`src/rtl/frog_ctrl_if.sv`:
```
// Frog controller bus: frame/button/collision inputs and frog sprite/status outputs.
interface frog_ctrl_if;
  logic       frame_tick;
  logic       btn_up;
  logic       btn_down;
  logic       btn_left;
  logic       btn_right;
  logic       collision;
  logic [9:0] square_x;
  logic [9:0] square_y;
  logic [9:0] square_size;
  logic [1:0] lives;
  logic [7:0] score;
  logic       game_over;
  logic       win_pulse;

  // Stimulus side (video timing, buttons, hazard detector)
  modport master (
    output frame_tick, btn_up, btn_down, btn_left, btn_right, collision,
    input  square_x, square_y, square_size, lives, score, game_over, win_pulse
  );

  // Controller side
  modport slave (
    input  frame_tick, btn_up, btn_down, btn_left, btn_right, collision,
    output square_x, square_y, square_size, lives, score, game_over, win_pulse
  );
endinterface

```
`src/rtl/frog_ctrl.sv`:
```
// Frog controller: frame-paced hop/cooldown/death/game-over state machine.
// Button presses are edge-latched between frame ticks and consumed on the tick.
module frog_ctrl #(
  parameter int X_MIN        = 96,
  parameter int X_MAX        = 544,
  parameter int Y_MAX        = 480,
  parameter int STEP         = 32,
  parameter int SIZE         = 32,
  parameter int START_X      = 320,
  parameter int START_Y      = 448,
  parameter int HOP_FRAMES   = 8,
  parameter int DEATH_FRAMES = 32,
  parameter int LIVES        = 3
) (
  input logic         clk,
  input logic         rst_n,
  frog_ctrl_if.slave  bus
);
  // One counter serves both cooldown and death; needs bit 2 for the blink.
  localparam int CMAX = (DEATH_FRAMES > HOP_FRAMES) ? DEATH_FRAMES : HOP_FRAMES;
  localparam int CW   = ($clog2(CMAX + 1) < 3) ? 3 : $clog2(CMAX + 1);

  localparam logic [9:0] XMIN_V  = 10'(X_MIN);
  localparam logic [9:0] XMAX_V  = 10'(X_MAX);
  localparam logic [9:0] YMAX_V  = 10'(Y_MAX);
  localparam logic [9:0] STEP_V  = 10'(STEP);
  localparam logic [9:0] SIZE_V  = 10'(SIZE);
  localparam logic [9:0] SX_V    = 10'(START_X);
  localparam logic [9:0] SY_V    = 10'(START_Y);

  // Pending/button bit order
  localparam int B_UP = 3, B_DN = 2, B_LF = 1, B_RT = 0;

  typedef enum logic [1:0] {PLAY, COOLDOWN, DYING, GAME_OVER} state_t;

  state_t        state_q, state_d;
  logic [9:0]    x_q, x_d, y_q, y_d;
  logic [1:0]    lives_q, lives_d;
  logic [7:0]    score_q, score_d;
  logic [CW-1:0] cnt_q, cnt_d;
  logic          win_q, win_d;
  logic [3:0]    btn, btn_prev, pend;

  logic          up_ok, dn_ok, lf_ok, rt_ok;
  logic [9:0]    y_up;

  assign btn = {bus.btn_up, bus.btn_down, bus.btn_left, bus.btn_right};

  // Latch rising edges between ticks; every tick flushes them, used or not.
  always_ff @(posedge clk or negedge rst_n) begin
    if (!rst_n) begin
      btn_prev <= '0;
      pend     <= '0;
    end else begin
      btn_prev <= btn;
      pend     <= bus.frame_tick ? 4'b0 : (pend | (btn & ~btn_prev));
    end
  end

  // Legality is checked on the current position, so updates never wrap.
  always_comb begin
    up_ok = (y_q >= STEP_V);
    dn_ok = ((y_q + STEP_V + SIZE_V) <= YMAX_V);
    lf_ok = (x_q >= (XMIN_V + STEP_V));
    rt_ok = ((x_q + STEP_V + SIZE_V) <= XMAX_V);
    y_up  = y_q - STEP_V;
  end

  // Next-state and datapath; nothing moves except on a frame tick.
  always_comb begin
    state_d = state_q;
    x_d     = x_q;
    y_d     = y_q;
    lives_d = lives_q;
    score_d = score_q;
    cnt_d   = cnt_q;
    win_d   = 1'b0;
    if (bus.frame_tick) begin
      unique case (state_q)
        PLAY: begin
          if (bus.collision) begin
            state_d = DYING;
            lives_d = lives_q - 2'd1;
            cnt_d   = CW'(DEATH_FRAMES);
          end else if (pend[B_UP]) begin
            if (up_ok) begin
              state_d = COOLDOWN;
              cnt_d   = CW'(HOP_FRAMES);
              if (y_up == 10'd0) begin
                // Reached the far bank: score and respawn.
                x_d     = SX_V;
                y_d     = SY_V;
                score_d = score_q + 8'd1;
                win_d   = 1'b1;
              end else begin
                y_d = y_up;
              end
            end
          end else if (pend[B_DN]) begin
            if (dn_ok) begin
              y_d     = y_q + STEP_V;
              state_d = COOLDOWN;
              cnt_d   = CW'(HOP_FRAMES);
            end
          end else if (pend[B_LF]) begin
            if (lf_ok) begin
              x_d     = x_q - STEP_V;
              state_d = COOLDOWN;
              cnt_d   = CW'(HOP_FRAMES);
            end
          end else if (pend[B_RT]) begin
            if (rt_ok) begin
              x_d     = x_q + STEP_V;
              state_d = COOLDOWN;
              cnt_d   = CW'(HOP_FRAMES);
            end
          end
        end
        COOLDOWN: begin
          if (bus.collision) begin
            state_d = DYING;
            lives_d = lives_q - 2'd1;
            cnt_d   = CW'(DEATH_FRAMES);
          end else begin
            cnt_d = cnt_q - CW'(1);
            if (cnt_q == CW'(1)) state_d = PLAY;
          end
        end
        DYING: begin
          cnt_d = cnt_q - CW'(1);
          if (cnt_q == CW'(1)) begin
            if (lives_q == 2'd0) begin
              state_d = GAME_OVER;
            end else begin
              state_d = PLAY;
              x_d     = SX_V;
              y_d     = SY_V;
            end
          end
        end
        GAME_OVER: begin
          if (|pend) begin
            state_d = PLAY;
            lives_d = 2'(LIVES);
            score_d = 8'd0;
            x_d     = SX_V;
            y_d     = SY_V;
          end
        end
        default: state_d = PLAY;
      endcase
    end
  end

  // Game state registers
  always_ff @(posedge clk or negedge rst_n) begin
    if (!rst_n) begin
      state_q <= PLAY;
      x_q     <= SX_V;
      y_q     <= SY_V;
      lives_q <= 2'(LIVES);
      score_q <= 8'd0;
      cnt_q   <= '0;
      win_q   <= 1'b0;
    end else begin
      state_q <= state_d;
      x_q     <= x_d;
      y_q     <= y_d;
      lives_q <= lives_d;
      score_q <= score_d;
      cnt_q   <= cnt_d;
      win_q   <= win_d;
    end
  end

  assign bus.square_x    = x_q;
  assign bus.square_y    = y_q;
  assign bus.square_size = ((state_q == DYING) && cnt_q[2]) ? 10'd0 : SIZE_V;
  assign bus.lives       = lives_q;
  assign bus.score       = score_q;
  assign bus.game_over   = (state_q == GAME_OVER);
  assign bus.win_pulse   = win_q;
endmodule
```
`src/flat_wrapper.sv`:
```
// flat-port wrapper written by rule: the top's interface ports become plain ports
module frog_ctrl_flat 
#(
  parameter int X_MIN        = 96,
  parameter int X_MAX        = 544,
  parameter int Y_MAX        = 480,
  parameter int STEP         = 32,
  parameter int SIZE         = 32,
  parameter int START_X      = 320,
  parameter int START_Y      = 448,
  parameter int HOP_FRAMES   = 8,
  parameter int DEATH_FRAMES = 32,
  parameter int LIVES        = 3
)
  (clk, rst_n, bus_frame_tick, bus_btn_up, bus_btn_down, bus_btn_left, bus_btn_right, bus_collision, bus_square_x, bus_square_y, bus_square_size, bus_lives, bus_score, bus_game_over, bus_win_pulse);
  frog_ctrl_if bus_i ();
  input logic clk;
  input logic rst_n;
  input wire logic [$bits(bus_i.frame_tick)-1:0] bus_frame_tick;
  input wire logic [$bits(bus_i.btn_up)-1:0] bus_btn_up;
  input wire logic [$bits(bus_i.btn_down)-1:0] bus_btn_down;
  input wire logic [$bits(bus_i.btn_left)-1:0] bus_btn_left;
  input wire logic [$bits(bus_i.btn_right)-1:0] bus_btn_right;
  input wire logic [$bits(bus_i.collision)-1:0] bus_collision;
  output wire logic [$bits(bus_i.square_x)-1:0] bus_square_x;
  output wire logic [$bits(bus_i.square_y)-1:0] bus_square_y;
  output wire logic [$bits(bus_i.square_size)-1:0] bus_square_size;
  output wire logic [$bits(bus_i.lives)-1:0] bus_lives;
  output wire logic [$bits(bus_i.score)-1:0] bus_score;
  output wire logic [$bits(bus_i.game_over)-1:0] bus_game_over;
  output wire logic [$bits(bus_i.win_pulse)-1:0] bus_win_pulse;
  assign bus_i.frame_tick = bus_frame_tick;
  assign bus_i.btn_up = bus_btn_up;
  assign bus_i.btn_down = bus_btn_down;
  assign bus_i.btn_left = bus_btn_left;
  assign bus_i.btn_right = bus_btn_right;
  assign bus_i.collision = bus_collision;
  assign bus_square_x = bus_i.square_x;
  assign bus_square_y = bus_i.square_y;
  assign bus_square_size = bus_i.square_size;
  assign bus_lives = bus_i.lives;
  assign bus_score = bus_i.score;
  assign bus_game_over = bus_i.game_over;
  assign bus_win_pulse = bus_i.win_pulse;
  frog_ctrl #(.X_MIN(X_MIN), .X_MAX(X_MAX), .Y_MAX(Y_MAX), .STEP(STEP), .SIZE(SIZE), .START_X(START_X), .START_Y(START_Y), .HOP_FRAMES(HOP_FRAMES), .DEATH_FRAMES(DEATH_FRAMES), .LIVES(LIVES)) u_core (.clk(clk), .rst_n(rst_n), .bus(bus_i));
endmodule
```
`config.mk`:
```
export PLATFORM = sky130hd
export DESIGN_NAME = frog_ctrl_flat
export DESIGN_NICKNAME = d
export VERILOG_FILES = /design/src/rtl/frog_ctrl_if.sv /design/src/rtl/frog_ctrl.sv /design/src/flat_wrapper.sv
export SDC_FILE = /design/constraint.sdc
export NUM_CORES = 1
export LEC_CHECK = 0
export CAP_MARGIN = 20
export CORE_MARGIN = 5
export CORE_UTILIZATION = 53
export DETAILED_ROUTE_END_ITERATION = 12
export PLACE_DENSITY = 0.82
export SLEW_MARGIN = 20
export SYNTH_ARGS = -nofsm -noshare
export SYNTH_HDL_FRONTEND = slang
export SYNTH_SLANG_ARGS = --single-unit
export TNS_END_PERCENT = 100
```
`constraint.sdc`:
```
create_clock -name clk -period 3.2 [get_ports clk]
set_input_delay 0.64 -clock clk [delete_from_list [all_inputs] [get_ports clk]]
set_output_delay 0.64 -clock clk [all_outputs]
set_load 0.01 [all_outputs]
```
## Word-level counts from Yosys, hierarchy flattened

Index checks and enable logic that the tools add are counted.

| storage, ports and cells | value |
|---|---|
| register bits after elaboration | 47 |
| input port bits | 8 |

| cells by class | value |
|---|---|
| $add $sub $neg | 9 |
| $lt $le $gt $ge | 4 |
| equal/unequal tests | 26 |
| muxes and demuxes | 66 |
| bitwise logic cells | 3 |
| reduce and logical (&&, ||, !) cells | 16 |

Operators with widths:

| cell | count |
|---|---|
| 10-bit two-way mux | 21 |
| 6-bit two-way mux | 11 |
| 10-bit case mux with 3 select lines | 2 |
| 10-bit by 6-bit adder with 10-bit output (second input constant) | 4 |
| 8-bit two-way mux | 5 |
| 2-bit two-way mux | 16 |
| 10-bit by 6-bit subtractor with 10-bit output (second input constant) | 2 |
| 6-bit case mux with 3 select lines | 1 |
| 9-bit AND reduction | 2 |
| 8-bit case mux with 2 select lines | 1 |
| 7-bit AND reduction | 2 |
| 2-bit by 1-bit inequality test with 1-bit output (second input constant) | 6 |
| 6-bit by 2-bit inequality test with 1-bit output (second input constant) | 2 |
| 12-bit AND reduction | 1 |
| 10-bit by 6-bit greater-or-equal comparator with 1-bit output (second input constant) | 1 |
| 10-bit by 8-bit greater-or-equal comparator with 1-bit output (second input constant) | 1 |
| 10-bit <= comparator (second input constant) | 1 |
| 10-bit by 9-bit <= comparator with 1-bit output (second input constant) | 1 |
| 10-bit zero test | 1 |
| 8-bit by 1-bit adder with 8-bit output (second input constant) | 1 |
| 4-bit by 1-bit inequality test with 1-bit output (second input constant) | 2 |
| 2-bit case mux with 4 select lines | 1 |
| 6-bit by 1-bit equality test with 1-bit output (second input constant) | 1 |
| 1-bit two-way mux | 6 |
| 24 further kinds | 32 |

## Depth between registers and ports, before layout

| depth | value |
|---|---|
| depth in word-level cells | 10 |
| depth in mapped cells | 11 |
| depth with buffers taken out | 9 |

## Worst setup path before layout

Ideal clock, no wire load.

| timing | value |
|---|---|
| kind | flip-flop to flip-flop |
| start point | register u_core.x_q[6], in the netlist u_core.bus.square_x[6] |
| end point | register u_core.cnt_q[0] |
| library setup time | 0.127 ns |
| data arrival time | 2.317 ns |
| required time | 3.073 ns |
| setup slack | 0.755 ns |
| cell stages (with the launch flop) | 10 |
| buffers on the path | 1 |
| clock period less this slack | 2.445 ns |
| path through | dfstp_2 inv_1 ha_1 and4b_1 o22ai_1 nor3_1 o31a_1 o31ai_4 buf_6 mux2_1 |

| between the ends | value |
|---|---|
| cells in the longest elaborated chain, start to end | 5 |

RTL lines:

| element | RTL line | text |
|---|---|---|
| start, declared | frog_ctrl.sv:37 | `logic [9:0] x_q, x_d, y_q, y_d;` |
| start signal, assigned | frog_ctrl.sv:159 | `x_q <= SX_V;` |
| start signal, assigned | frog_ctrl.sv:167 | `x_q <= x_d;` |
| 10-bit by 6-bit adder with 10-bit output (2 in series) | frog_ctrl.sv:65 | `rt_ok = ((x_q + STEP_V + SIZE_V) <= XMAX_V);` |
| 10-bit <= comparator | frog_ctrl.sv:65 |  |
| 6-bit by 2-bit inequality test with 1-bit output (no source line) | n/a |  |
| 7-bit AND reduction (no source line) * | n/a |  |
| end signal, assigned | frog_ctrl.sv:171 | `cnt_q <= cnt_d;` |
| end, declared | frog_ctrl.sv:40 | `logic [CW-1:0] cnt_q, cnt_d;` |

Mark *: on every way between the ends. The rest lies on a longest branch, timed or not.
A chain may end at the register's enable or synchronous reset.

## Final worst setup path

| timing | value |
|---|---|
| start point | register u_core.y_q[6], in the netlist u_core.bus.square_y[6] |
| end point | register u_core.cnt_q[0] |

| between the ends | value |
|---|---|
| cells in the longest elaborated chain, start to end | 5 |

RTL lines:

| element | RTL line | text |
|---|---|---|
| start, declared | frog_ctrl.sv:37 |  |
| start signal, assigned | frog_ctrl.sv:168 | `y_q <= y_d;` |
| 10-bit by 6-bit adder with 10-bit output (2 in series) | frog_ctrl.sv:63 | `dn_ok = ((y_q + STEP_V + SIZE_V) <= YMAX_V);` |
| 10-bit by 9-bit <= comparator with 1-bit output | frog_ctrl.sv:63 |  |
| 5-bit by 4-bit inequality test with 1-bit output (no source line) | n/a |  |
| 7-bit AND reduction (no source line) * | n/a |  |

Marks and branches as above.

==> impl_results.md <==
- Outcome: finished clean
- Setup crit end kind: flip-flop
- GR Util met2: between 30% and 40%
- Startpoint Class: flip-flop
- Post-Route WL: 5.745 mm
- Crit path arrival time: 2.91 ns
- Pre-CTS WS: 0.5015 ns
- GR Overflow Total: 0
- Via density: ~5.5
- CTS Buf Count: 5
- Count leader, synth: nand2_1
- Switching portion of total power: ~45%
- Met3 usage: 3.579%
- Fraction of registers with async set/reset: between 90% and 100%
- Global placer's final weighted congestion: about 0.95
- Reg2reg setup slack: between 0.4 and 0.5 ns
- Max_slew headroom: 44.74%
- Crit. path cell count: 7
- Final setup TNS: 0 ns
- RSZ-0062 raised after global routing: false
- Comb power frac: a little over half
- Crit-path slowest cell: dfstp_2
- Synth Area in XOR/XNOR: under 10%
- R2R Path Start: u_core.bus.square_y[6]
- I/O Buffers: 30
- Clk sinks: 37
- Starting Density: roughly 54%
- Slew Viols, Final: 0
- Post-synthesis register bit count: 37
- Worst clock skew: 0.007493 ns
- Fin crit period: about 2.7 ns
- Layout net count: 376
- Met1 usage in global routing: a little under a quarter
- Postcts setup bufs: 0
- Synth Area in Compound Gates: between 10% and 20%
- VDD IR max: 397.4 uV
- CP Cell Sequence: ha_1 -> nand4b_1 -> nor3_1 -> a311oi_1 -> nand3_2 -> o31ai_4 -> mux2_1
- Reg2reg path depth: 7
- Synth area leader: dfrtp_1
- CP startpoint: u_core.bus.square_y[6]
- Count of cell types in the netlist: 63
- Worst EP required: 3.38 ns
- Clk Latency, worst-skew pair: approximately 0.30 ns
- CTS tree: built
- Wire per inst: between 10 and 15 microns
- Crit path max fanout: 12
- Leakage: approximately 1.4 nW
- Die Wd: just over 80 microns
- Cell Area, Synth: roughly 2800 sq um
- Cts hold-fix bufs: 0
- Remaining DRCs: 0
- Routed vias: roughly 2,300
- Pint: 1.407 mW
- Vias in the first global route: 2,155
- Syn Inst Count: roughly 320
- Largest family of logic cells by synthesized area: simple AND/OR/NAND/NOR gates
- Switch Pwr: 1.135 mW
- Pin count of the biggest net entering global routing: 38
- First-pass GRT wire length: a little under 10 mm
- Average size of a mapped cell: roughly 8.6 sq um
- Hpwl dp: roughly 4.2 mm
- Post-synthesis sequential area ratio: about a third
- Register share of total power: around 33%
- PD cells: 817.0 nW/um^2
- Area of the core: between 5000 and 6000 sq um
- Initial antenna violation count: 0
- Die Ht: between 80 and 90 microns
- Crit path to: u_core.cnt_q[0]
- Max incr delay on CP: between 0.6 and 0.7 ns
- Final period util: between 80 and 90%
- Clock root cell: clkbuf_8
- Ant. Diodes: 0
- Max-cap violations: 0
- Setup ws final: 0.4723 ns
- Hold Vio Cnt, Final: 0
- Overall routing resource usage: a little under a fifth
- GR peak layer: met2
- First drt pass iteration count: 4
- Area grow syn2layout: 12.13%
- Clock slew at reported path FFs: about 0.08 ns
- Layout cells sized above 1: roughly 8.6%
- Iter 0 DRT Violations: 190
- Mux contribution to synthesized area: 2.660%
- CP Buf/Inv Count: 0
- Crit path kind: flip-flop to flip-flop
- Post-synthesis adder-cell area fraction: 9.468%
- Yosys Warn Count: 0
- Antenna-violating nets left: 0
- Clock Path Buffers: 2
- I/O pin count: 50
- FMAX: about 0.37 GHz
- Setup Viol. Count Final: 0
- Ys flop type: dfrtp_1
- Synth Area in Simple Gates: approximately 23%
- Worst-Margin Slew: around 0.83 ns
- Critical R2R Capture: u_core.cnt_q[0]
- Post-synth EDFFs: 0
- Clock power frac: 13.3%
- Yosys top cell area share: 27.05%
- Synth top cells by count: nand2_1 (31), dfrtp_1 (30), nor2_1 (28)
- Hold Crit Class: input pin to async pin
- Worst path top cell family by delay: compound AO/OA/AOI/OAI gates
- FP Rows: 26
- Cts repair resizes: 0
- H-tree depth: 2
- Die ar.: roughly 6800 sq um
- Top cells by area, synth: dfrtp_1 (27%), ha_1 (9.5%), dfstp_2 (6.6%)
## logic make-up (layout without fill, tap and decap cells)
kind of cell | Yosys count | after routing
xor gates and xnor gates | 7 | 7
adders and majority gates | 21 | 21
muxes | 7 | 7
other | 1 | 19
DFF | 37 | 37
buffers and inverters | 51 | 58
AOI/OAI and AO/OA | 76 | 76
and+or+nand+nor | 122 | 122
## layout by cell type (no fill, tap or decap), types with 3 or more instances in the layout
master / count
o21ai_0: 14
a21oi_1: 19
a31oi_1: 4
ha_1: 21
nor2_1: 28
nand2_1: 31
nand2b_1: 11
o21ai_1: 11
mux2_1: 3
clkdlybuf4s50_1: 29
clkbuf_8: 6
o22ai_1: 3
dfrtp_1: 30
inv_1: 18
nor3_1: 13
nand3_1: 9
mux2i_1: 4
or2_1: 3
o31ai_1: 4
xor2_1: 6
nor4b_1: 3
conb_1: 19
dfstp_2: 7
## per-layer routing
metal	up-vias	share of wire, %	routed length (microns)
met4	0	1.8	103
met3	10	4.0	230
met1	1083	46	2654
li1	1142	-	-
met5	-	0	0
met2	42	48	2756
## worst register-to-register path: stages, from the launching register on
cell	delay, ns
dfstp_2	0.65
ha_1	0.26
nand4b_1	0.14
nor3_1	0.07
a311oi_1	0.45
nand3_2	0.17
o31ai_4	0.49
mux2_1	0.37
## registers in the layout, summed over array words and instances (netlist names)
| signal | flops |
|---|---|
| u_core.btn_prev | 4 |
| u_core.bus.square_y | 5 |
| u_core.state_q | 2 |
| u_core.bus.win_pulse | 1 |
| u_core.pend | 4 |
| u_core.cnt_q | 6 |
| u_core.bus.score | 8 |
| u_core.bus.square_x | 5 |
| u_core.bus.lives | 2 |
## how the worst min path moves through the flow
stage                                  start                   end  cells after the start
after global routing                   rst_n  u_core.bus.win_pulse                      1
after detailed placement  u_core.btn_prev[2]        u_core.pend[2]                      2
after global placement    u_core.btn_prev[2]        u_core.pend[2]                      2
final                                  rst_n    u_core.btn_prev[3]                      1
after floorplan                        rst_n    u_core.btn_prev[0]                      0
after CTS                              rst_n  u_core.bus.win_pulse                      1
## stage by stage
| stage | std cells | hold slack [ns] | total power, mW | cell area, sq um | utilization, % |
|---|---|---|---|---|---|
| finish | 417 | 0.4371 | 2.542 | 3112 | 60.93 |
| detailed placement | 410 | 0.5058 | 2.202 | 3025 | 59.24 |
| global route | 417 | 0.5061 | 2.762 | 3112 | 60.93 |
| floorplan | 340 | 0.3444 | 1.832 | 2843 | - |
| CTS | 417 | 0.4642 | 2.554 | 3112 | 60.93 |
| global placement | 410 | 0.4983 | 2.155 | 3025 | 59.24 |
## power by group through the flow
stage	combinational, mW	sequential [mW]	clock, mW
6_report	1.36	0.847	0.338
3_5_place_dp	1.35	0.852	0
3_3_place_gp	1.32	0.839	0
2_1_floorplan	1.03	0.798	0
4_1_cts	1.37	0.844	0.344
5_1_grt	1.53	0.881	0.355
## cell type report
cell class	count	area, sq um
clock buffer	7	86.33
tap	70	87.58
inverter	19	71.32
fill	464	1996
timing repair buffer	32	310.3
multi-input combinational	252	1622
sequential	37	934.6
Note: power is estimated with default switching activity, not from simulation.
==> RTL edit: new RTL, same settings <==
`START_Y` is set to 448 in 2 places; all go to 224.
--- a/src/rtl/frog_ctrl.sv
+++ b/src/rtl/frog_ctrl.sv
@@ -7,7 +7,7 @@
   parameter int STEP         = 32,
   parameter int SIZE         = 32,
   parameter int START_X      = 320,
-  parameter int START_Y      = 448,
+  parameter int START_Y      = 224,
   parameter int HOP_FRAMES   = 8,
   parameter int DEATH_FRAMES = 32,
   parameter int LIVES        = 3
--- a/src/flat_wrapper.sv
+++ b/src/flat_wrapper.sv
@@ -7,7 +7,7 @@
   parameter int STEP         = 32,
   parameter int SIZE         = 32,
   parameter int START_X      = 320,
-  parameter int START_Y      = 448,
+  parameter int START_Y      = 224,
   parameter int HOP_FRAMES   = 8,
   parameter int DEATH_FRAMES = 32,
   parameter int LIVES        = 3
Check against the original RTL: not equivalent (a bounded check fails within 4 cycles, from zero or initial values and one cycle with rst_n low).
==> RTL edit against the original RTL <==
Total power is 2.6% lower. Area after synthesis decreased by 1.6%. Setup slack worse by 0.18 ns. Sequential cell count did not move. Critical path depth up 3. Design area is 0.52% higher. Non-clock buffer count increased by 4. Sequential share of layout area is 0.16 points lower. Core utilization increased by 1.1 points. Global-route usage rose by 0.066 points. Sequential power down 2%. Wire length up 2.9%. Largest cell class unchanged. Largest power group unchanged. Highest routed layer unchanged.
==> RTL edit: results (changes against the original RTL) <==
----------------------------------------------------
[Cells and area]
  NonClk Buf Share ... 10.88% (+0.91 points)
  Inverters ... 22 (+3)
  Portion of the layout cell area used by clock cells ... 3.080% (+0.31 points)
  Final non-filler cell area ... 3128 um2 (+0.52%)
  Non-filler cells, final ... 421 (+0.96%)
  Multi-input gate area ... 1587 um2 (-2.2%)
  Proportion of cell area occupied by registers ... 29.88% (-0.16 points)
  Count of multi-input gates ... 248 (-1.6%)
  Fillers ... 438 (-5.6%)
  Layout cells sized above 1 ... 9.972% (+1.3 points)
  Final Net Count ... 379 (+0.80%)

[Status]
  Outcome ... finished, final reports clean

[Power]
  Static Leakage ... 1.443 nW (+5.4%)
  Max VDD drop ... 0.4370 mV (+10%)

[Global route]
  Wire length of the first global-routing pass ... 10.01 mm (+1.3%)

[Worst setup path]
  Setup slack of the worst register-to-register path ... 0.29 ns (-0.18 ns)
  Peak per-stage delay on the critical path ... 0.60 ns (-0.05 ns)
  Reg2Reg Depth ... 10 (+3)
  Worst flop-to-flop path endpoint ... u_core.cnt_q[2]
  Gate family responsible for the most delay along the worst path ... simple AND/OR/NAND/NOR gates
  Critical path arrival ... 3.13 ns (+0.22 ns)
  Critical Path Slowest Stage Cell ... sky130_fd_sc_hd__or4b_2

[Logic synthesis]
  Cell types occupying the most area after synthesis ... sky130_fd_sc_hd__dfrtp_1 (27%), sky130_fd_sc_hd__ha_1 (9.6%), sky130_fd_sc_hd__dfstp_2 (6.7%)
  Number of distinct library cells after synthesis ... 56 (-11%)
  Portion of the post-synthesis area used by sequential elements ... 34.23% (+0.56 points)
  Most frequent cells after synthesis ... sky130_fd_sc_hd__o21ai_0 (35), sky130_fd_sc_hd__dfrtp_1 (30), sky130_fd_sc_hd__nor2_1 (29), sky130_fd_sc_hd__nand2_1 (25), sky130_fd_sc_hd__inv_1 (22)

[Placed design]
  Post-placement cell count ... 413 (+0.73%)
  Pre-CTS setup slack ... 0.3372 ns (-0.1643 ns)
  Gp weighted congestion ... 0.9224 (-2.4%)
  Placed cell area ... 3032 um2 (+0.21%)

[Routing]
  Total length of routed wires ... 5.912 mm (+2.9%)
  Initial detailed-routing violation count ... 167 (-12%)

[Timing]
  Transition time at the pin with the least slew margin ... 0.8044 ns (-0.02454 ns)
  Worst hold slack after final layout ... 0.4306 ns (-0.006585 ns)
  Worst clock skew on the final layout ... 0.01224 ns (+0.004748 ns)

[Floorplanning]
  Die boundary width ... 81.77 um (-0.72%)

----------------------------------------------------
## RTL edit: cell types whose count changed after synthesis, moves of 4 or more
cell	unedited run	this run
sky130_fd_sc_hd__nand2b_1	11	4
sky130_fd_sc_hd__o21ai_0	14	35
sky130_fd_sc_hd__o21ai_1	11	0
sky130_fd_sc_hd__nor3_1	13	9
sky130_fd_sc_hd__nand2_1	31	25
sky130_fd_sc_hd__inv_1	18	22
sky130_fd_sc_hd__nand3_1	9	15
## RTL edit: per-layer routing
layer | GRT usage, % | wire length [um] | vias up | part of all wire (%)
met2 | 32.39 | 2922 | 64 | 49
li1 | - | - | 1146 | -
met1 | 23.95 | 2630 | 1105 | 44
met3 | 2.961 | 251 | 13 | 4.2
met4 | 6.312 | 106 | 0 | 1.8
met5 | 0 | 0 | - | 0
## RTL edit: power by group
part	switching (mW)	internal, mW	leakage [nW]	total (mW)
registers	0.207	0.620	0.457	0.827
logic	0.703	0.594	0.935	1.30
clock network	0.177	0.175	0.0512	0.352
total	1.09	1.39	1.44	2.48
## RTL edit: worst max-delay path by stage
stage	slack [ns]	start	endpoint
after CTS	0.30	u_core.bus.square_y[5]	u_core.cnt_q[3]
final	0.29	u_core.bus.square_x[5]	u_core.cnt_q[2]
after floorplan	0.30	u_core.bus.square_y[5]	u_core.cnt_q[0]
after detailed placement	0.34	u_core.bus.square_y[5]	u_core.cnt_q[2]
after global routing	0.11	u_core.bus.square_x[6]	u_core.cnt_q[2]
after global placement	0.37	u_core.bus.square_x[6]	u_core.cnt_q[2]
## RTL edit: cell families (layout without fill, tap and decap cells)
group	count (synthesis)	count (layout)	synth area share, %
mux	8	8	3.254
simple gates	115	115	22.55
flops	37	37	34.23
buf+inv	52	66	10.13
compound gates	80	80	18.47
other cells	1	19	0.1374
fa+ha+maj	21	21	9.624
xor+xnor	5	5	1.604
